`config.mk`:
```
export PLATFORM = sky130hd
export DESIGN_NAME = galena_fb_timer
export DESIGN_NICKNAME = d
export VERILOG_FILES = /design/src/rtl/galena_pkg.sv /design/src/rtl/galena_fb_timer.sv
export SDC_FILE = /design/constraint.sdc
export NUM_CORES = 1
export LEC_CHECK = 0
export ABC_AREA = 1
export CORE_MARGIN = 2
export CORE_UTILIZATION = 45
export CTS_CLUSTER_SIZE = 30
export DETAILED_ROUTE_END_ITERATION = 8
export PLACE_DENSITY = 0.81
export SYNTH_ARGS = -nofsm -noshare
export SYNTH_HDL_FRONTEND = slang
export SYNTH_SLANG_ARGS = --single-unit
```
`constraint.sdc`:
```
create_clock -name i_clk -period 1.8 [get_ports i_clk]
set_input_delay 0.36 -clock i_clk [delete_from_list [all_inputs] [get_ports i_clk]]
set_output_delay 0.36 -clock i_clk [all_outputs]
set_load 0.05 [all_outputs]
```
`src/rtl/galena_pkg.sv`:
```
// Shared geometry defaults, state/error encodings and spin-slot helper for the
// clocked galena Ising macro model.
package galena_pkg;

   localparam int WWL_WIDTH       = 256;
   localparam int WBL_WIDTH       = 256;
   localparam int NUM_SPIN        = 64;
   localparam int BIT_DATA        = 4;
   localparam int SPIN_WBL_OFFSET = 0;
   localparam int NUM_BANK        = 2;
   localparam int CNT_W           = 8;

   typedef enum logic [1:0] {
      IDLE   = 2'd0,
      SETTLE = 2'd1,
      VALID  = 2'd2
   } galena_fb_state_e;

   // Lower code means higher priority when several errors hit in one cycle.
   typedef enum logic [1:0] {
      ERR_NONE       = 2'd0,
      ERR_WWL_ONEHOT = 2'd1,
      ERR_WWL_SPIN   = 2'd2,
      ERR_SPIN_BUSY  = 2'd3
   } galena_err_e;

   function automatic logic get_spin(input logic [WBL_WIDTH-1:0] wbl, input int unsigned i);
      return wbl[BIT_DATA*i + SPIN_WBL_OFFSET];
   endfunction

endpackage

```
`src/rtl/galena_fb_timer.sv`:
```
// Feedback sequencer: waits a programmable settle time after a feedback rise,
// then presents the captured bank's spins until feedback is released.
module galena_fb_timer
   import galena_pkg::*;
#(
   parameter int NUM_SPIN = galena_pkg::NUM_SPIN,
   parameter int CNT_W    = galena_pkg::CNT_W,
   parameter int BANK_W   = 1
) (
   input  logic                i_clk,
   input  logic                i_rst,
   input  logic                i_fb,
   input  logic                i_fb_rise,
   input  logic [CNT_W-1:0]    i_settle,
   input  logic [BANK_W-1:0]   i_bank,
   input  logic [NUM_SPIN-1:0] i_spins,
   output logic [BANK_W-1:0]   o_bank,
   output logic                o_busy,
   output logic [NUM_SPIN-1:0] o_bct,
   output logic                o_bct_valid
);

   galena_fb_state_e    r_state;
   logic [CNT_W-1:0]    r_cnt;
   logic [BANK_W-1:0]   r_bank;
   logic [NUM_SPIN-1:0] r_bct;
   logic                r_bct_valid;

   // NOTE: sequential state uses non-blocking assignments so every register
   // samples pre-edge values regardless of statement order.
   always_ff @(posedge i_clk) begin
      if (i_rst) begin
         r_state     <= IDLE;
         r_cnt       <= '0;
         r_bank      <= '0;
         r_bct       <= '0;
         r_bct_valid <= 1'b0;
      end else begin
         case (r_state)
            IDLE: begin
               if (i_fb_rise) begin
                  r_state <= SETTLE;
                  r_bank  <= i_bank;
                  r_cnt   <= (i_settle == '0) ? CNT_W'(1) : i_settle;
               end
            end
            SETTLE: begin
               if (!i_fb) begin
                  r_state <= IDLE;
                  r_cnt   <= '0;
               end else if (r_cnt == CNT_W'(1)) begin
                  // Spins are sampled here, so a load that raced the request is seen.
                  r_state     <= VALID;
                  r_cnt       <= '0;
                  r_bct       <= i_spins;
                  r_bct_valid <= 1'b1;
               end else begin
                  r_cnt <= r_cnt - CNT_W'(1);
               end
            end
            VALID: begin
               if (!i_fb) begin
                  r_state     <= IDLE;
                  r_bct       <= '0;
                  r_bct_valid <= 1'b0;
               end
            end
            default: r_state <= IDLE;
         endcase
      end
   end

   assign o_bank      = r_bank;
   assign o_busy      = (r_state != IDLE);
   assign o_bct       = r_bct;
   assign o_bct_valid = r_bct_valid;

endmodule

```
==> results by group <==
Clocking
  • Root buf cell: clkbuf_8
  • Reg clk slew, reported paths: 0.08 ns
  • Skew-Pair Late Insertion Delay: 0.34 ns
  • CTS tree: done
  • Hold Buf Count CTS: 0
  • Post-cts resize count: 0
  • Clock Sinks: 76
  • Max clock buf depth: 2
  • Setup bufs post-CTS: 0
  • H-tree levels: 3
  • Total CTS buffers: 9

Worst setup path
  • Worst Path Buf+Inv: 3
  • Worst Setup End Kind: flop
  • Delay of the slowest critical-path stage: 0.32 ns
  • Startpoint types: flop
  • Critical Path Most Common Cell: buf_12
  • Req. time, crit path: 2.01 ns
  • Critical path type: reg -> reg
  • CP max FO: 17
  • Cell Chain, Critical Path: inv_1 > ha_1 > nand3_2 > nor2_8 > nand2_8 > buf_12 > buf_12 > nand3_1 > a21oi_1
  • Critical path arrival: 1.73 ns
  • Slowest-stage cell, CP: dfxtp_1
  • Top delay family on crit path: simple AND/OR/NAND/NOR gates

Cells and area
  • Final core occ: 0.670
  • Final non-filler cell total: 653
  • Final net count: 622
  • N_diodes: 0
  • Design area: 5510 µm²
  • Fraction of layout cells with a size suffix above 1: 0.526
  • Area delta synth->final: 44.1%

Place
  • I/O Buffers: 143
  • Final HPWL DP: 6.90 mm
  • Global placement routability congestion: 0.859
  • Placement-stage cell area: 5270 µm²
  • Post-place setup slack: -0.0422 ns
  • Placed Cells: 637

STA
  • Post-layout min period: 1.52 ns
  • Period Utilization, post-route: 0.842
  • Relative slew slack: 0.708
  • Setup Skew: 0.00693 ns
  • Hold Vio Cnt, Final: 0
  • RSZ-0062 raised after global routing: false
  • Fmax: 660 MHz
  • Max-slew violation count: 0
  • Final Worst Setup Slack: 0.284 ns
  • Final setup vio count: 0
  • Actual slew at the worst max-slew pin: 0.438 ns

Synth
  • Post-synth top cells: dfxtp_1 (76), nand2_2 (61), a21oi_2 (60)
  • Mux contribution to synthesized area: 0
  • EDFF count, synth: 0
  • Largest family of logic cells by synthesized area: simple AND/OR/NAND/NOR gates
  • Post-synthesis compound-gate area fraction: 0.187
  • Synth Warn #: 0
  • Asr flop ratio synth: 0
  • Xor/xnor share of the synthesized area: 0
  • Yosys cell types: 27
  • Ys flop type: dfxtp_1
  • Most frequent cell after synthesis: dfxtp_1
  • Post-synthesis register bit count: 76
  • Avg Inst Size Synth: 9.65 µm²
  • Sequential fraction of the synthesis area: 0.398
  • Cells taking the most area after synthesis: dfxtp_1 (40%), a21oi_2 (14%), nand3_2 (13%)
  • Yosys top cell area share: 0.398
  • Synth Cell Area: 3820 µm²
  • Syn Inst Count: 396
  • Post-Synth Simple-Gate Area: 0.319
  • Leading area contributor after synthesis: dfxtp_1
  • Synth Area in Adders: 0.00655
  • Syn nets: 475

GRT
  • First-pass GRT wire length: 14.5 mm
  • Vias in the first global route: 3139
  • Antenna violations before repair: 0
  • GRT Residual Overflow: 0
  • Global-route usage over all layers: 0.199
  • Pin count of the biggest net entering global routing: 45

Status
  • Outcome: completed

Pwr
  • Worst VDD drop: 381 µV
  • Power Density: 690 nW/µm²
  • Leak: 1.99 nW

Detailed routing
  • Drt total wl: 9.37 mm
  • DRC: 0
  • Detail Route Antenna Nets: 0
  • Vias: 3229
  • Via density: 4.94
  • Drt wl/cell: 14.4 µm
  • Initial DRC count: 81
  • Total iterations of the first detailed-routing run: 4

Run
  • Max cap viols: 0

Floorplan
  • CORE AREA: 8220 µm²
  • Die area: 9250 µm²
  • IO Pins: 144
  • Die H: 96.2 µm
  • Initial Util: 0.465
  • FP Rows: 33
  • DIE WIDTH: 96.2 µm

Min path
  • HP Class: in -> reg
==> where the power goes <==
part / internal, mW / switching [mW] / total (mW)
Combinational: 0.263 / 0.298 / 0.562
Sequential: 1.71 / 0.0344 / 1.75
Clock: 0.859 / 0.628 / 1.49
Total: 2.84 / 0.961 / 3.80
==> path summary, 6_finish.rpt <==
kind,from,endpoint,slack (ns),depth (start not counted)
min reg2reg,o_bct[1],o_bct[1],0.47,2
min,i_rst,o_bct[42],0.45,2
max reg2reg,r_cnt[1],o_bct[28],0.28,9
max,r_cnt[1],o_bct[28],0.28,9
==> flip-flops by register name (all words and copies together), names as in the netlist <==
register     flops
o_bank           1
r_cnt            8
o_bct_valid      1
r_state          2
o_bct           64
==> cells by family (layout without fill, tap and decap cells) <==
family / Yosys count / count (layout)
adders and majority gates: 2 / 2
DFF: 76 / 76
buffers and inverters: 46 / 198
and+or+nand+nor: 175 / 175
AOI/OAI and AO/OA: 97 / 97
==> per-layer routing <==
metal | up-vias | GRT usage | share of wire
li1 | 1619 | - | -
met1 | 1487 | 0.241 | 0.43
met2 | 116 | 0.346 | 0.49
met3 | 7 | 0.0392 | 0.075
met4 | 0 | 0.0738 | 0.0097
met5 | - | 0 | 0
==> per-stage QoR <==
| stage | hold WS [ns] | power [mW] | TNS [ns] |
|---|---|---|---|
| after global routing | 0.441 | 3.95 | 0 |
| final | 0.448 | 3.80 | 0 |
| after floorplan | 0.503 | 2.07 | 0 |
| after CTS | 0.430 | 3.84 | 0 |
| after global placement | 0.454 | 2.34 | 0 |
| after detailed placement | 0.464 | 2.34 | -0.184 |
==> cell usage in the layout (no fill, tap or decap) <==
cell type / netlist / routed
bufinv_16: 0 / 2
dfxtp_1: 76 / 76
nand2_1: 16 / 15
nand3_2: 51 / 51
nor2_2: 1 / 1
nand2_4: 1 / 2
clkinv_4: 0 / 1
inv_12: 1 / 1
a21oi_1: 15 / 15
a21o_1: 1 / 1
o21ai_0: 18 / 18
inv_2: 2 / 2
buf_4: 0 / 77
nand2_8: 1 / 1
buf_12: 6 / 12
a21oi_2: 60 / 60
nor2_4: 3 / 3
ha_1: 2 / 2
nor2_1: 19 / 19
inv_1: 15 / 15
nand4_1: 1 / 1
o21ai_1: 2 / 2
a211oi_1: 1 / 1
nand2_2: 61 / 61
clkinvlp_4: 0 / 2
clkdlybuf4s50_1: 0 / 75
clkbuf_8: 0 / 11
nor2_8: 1 / 1
nand3_1: 20 / 20
==> area by class of cell <==
| cell class | instances | area (µm²) |
|---|---|---|
| Fill cell | 648 | 2710 |
| Inverter | 18 | 80.1 |
| Timing Repair Buffer | 164 | 1570 |
| Clock inverter | 5 | 83.8 |
| Tap cell | 105 | 131 |
| Clock buffer | 11 | 151 |
| Multi-Input combinational cell | 274 | 1970 |
| Sequential cell | 76 | 1520 |
No activity file was read; power rests on OpenSTA's default activity.
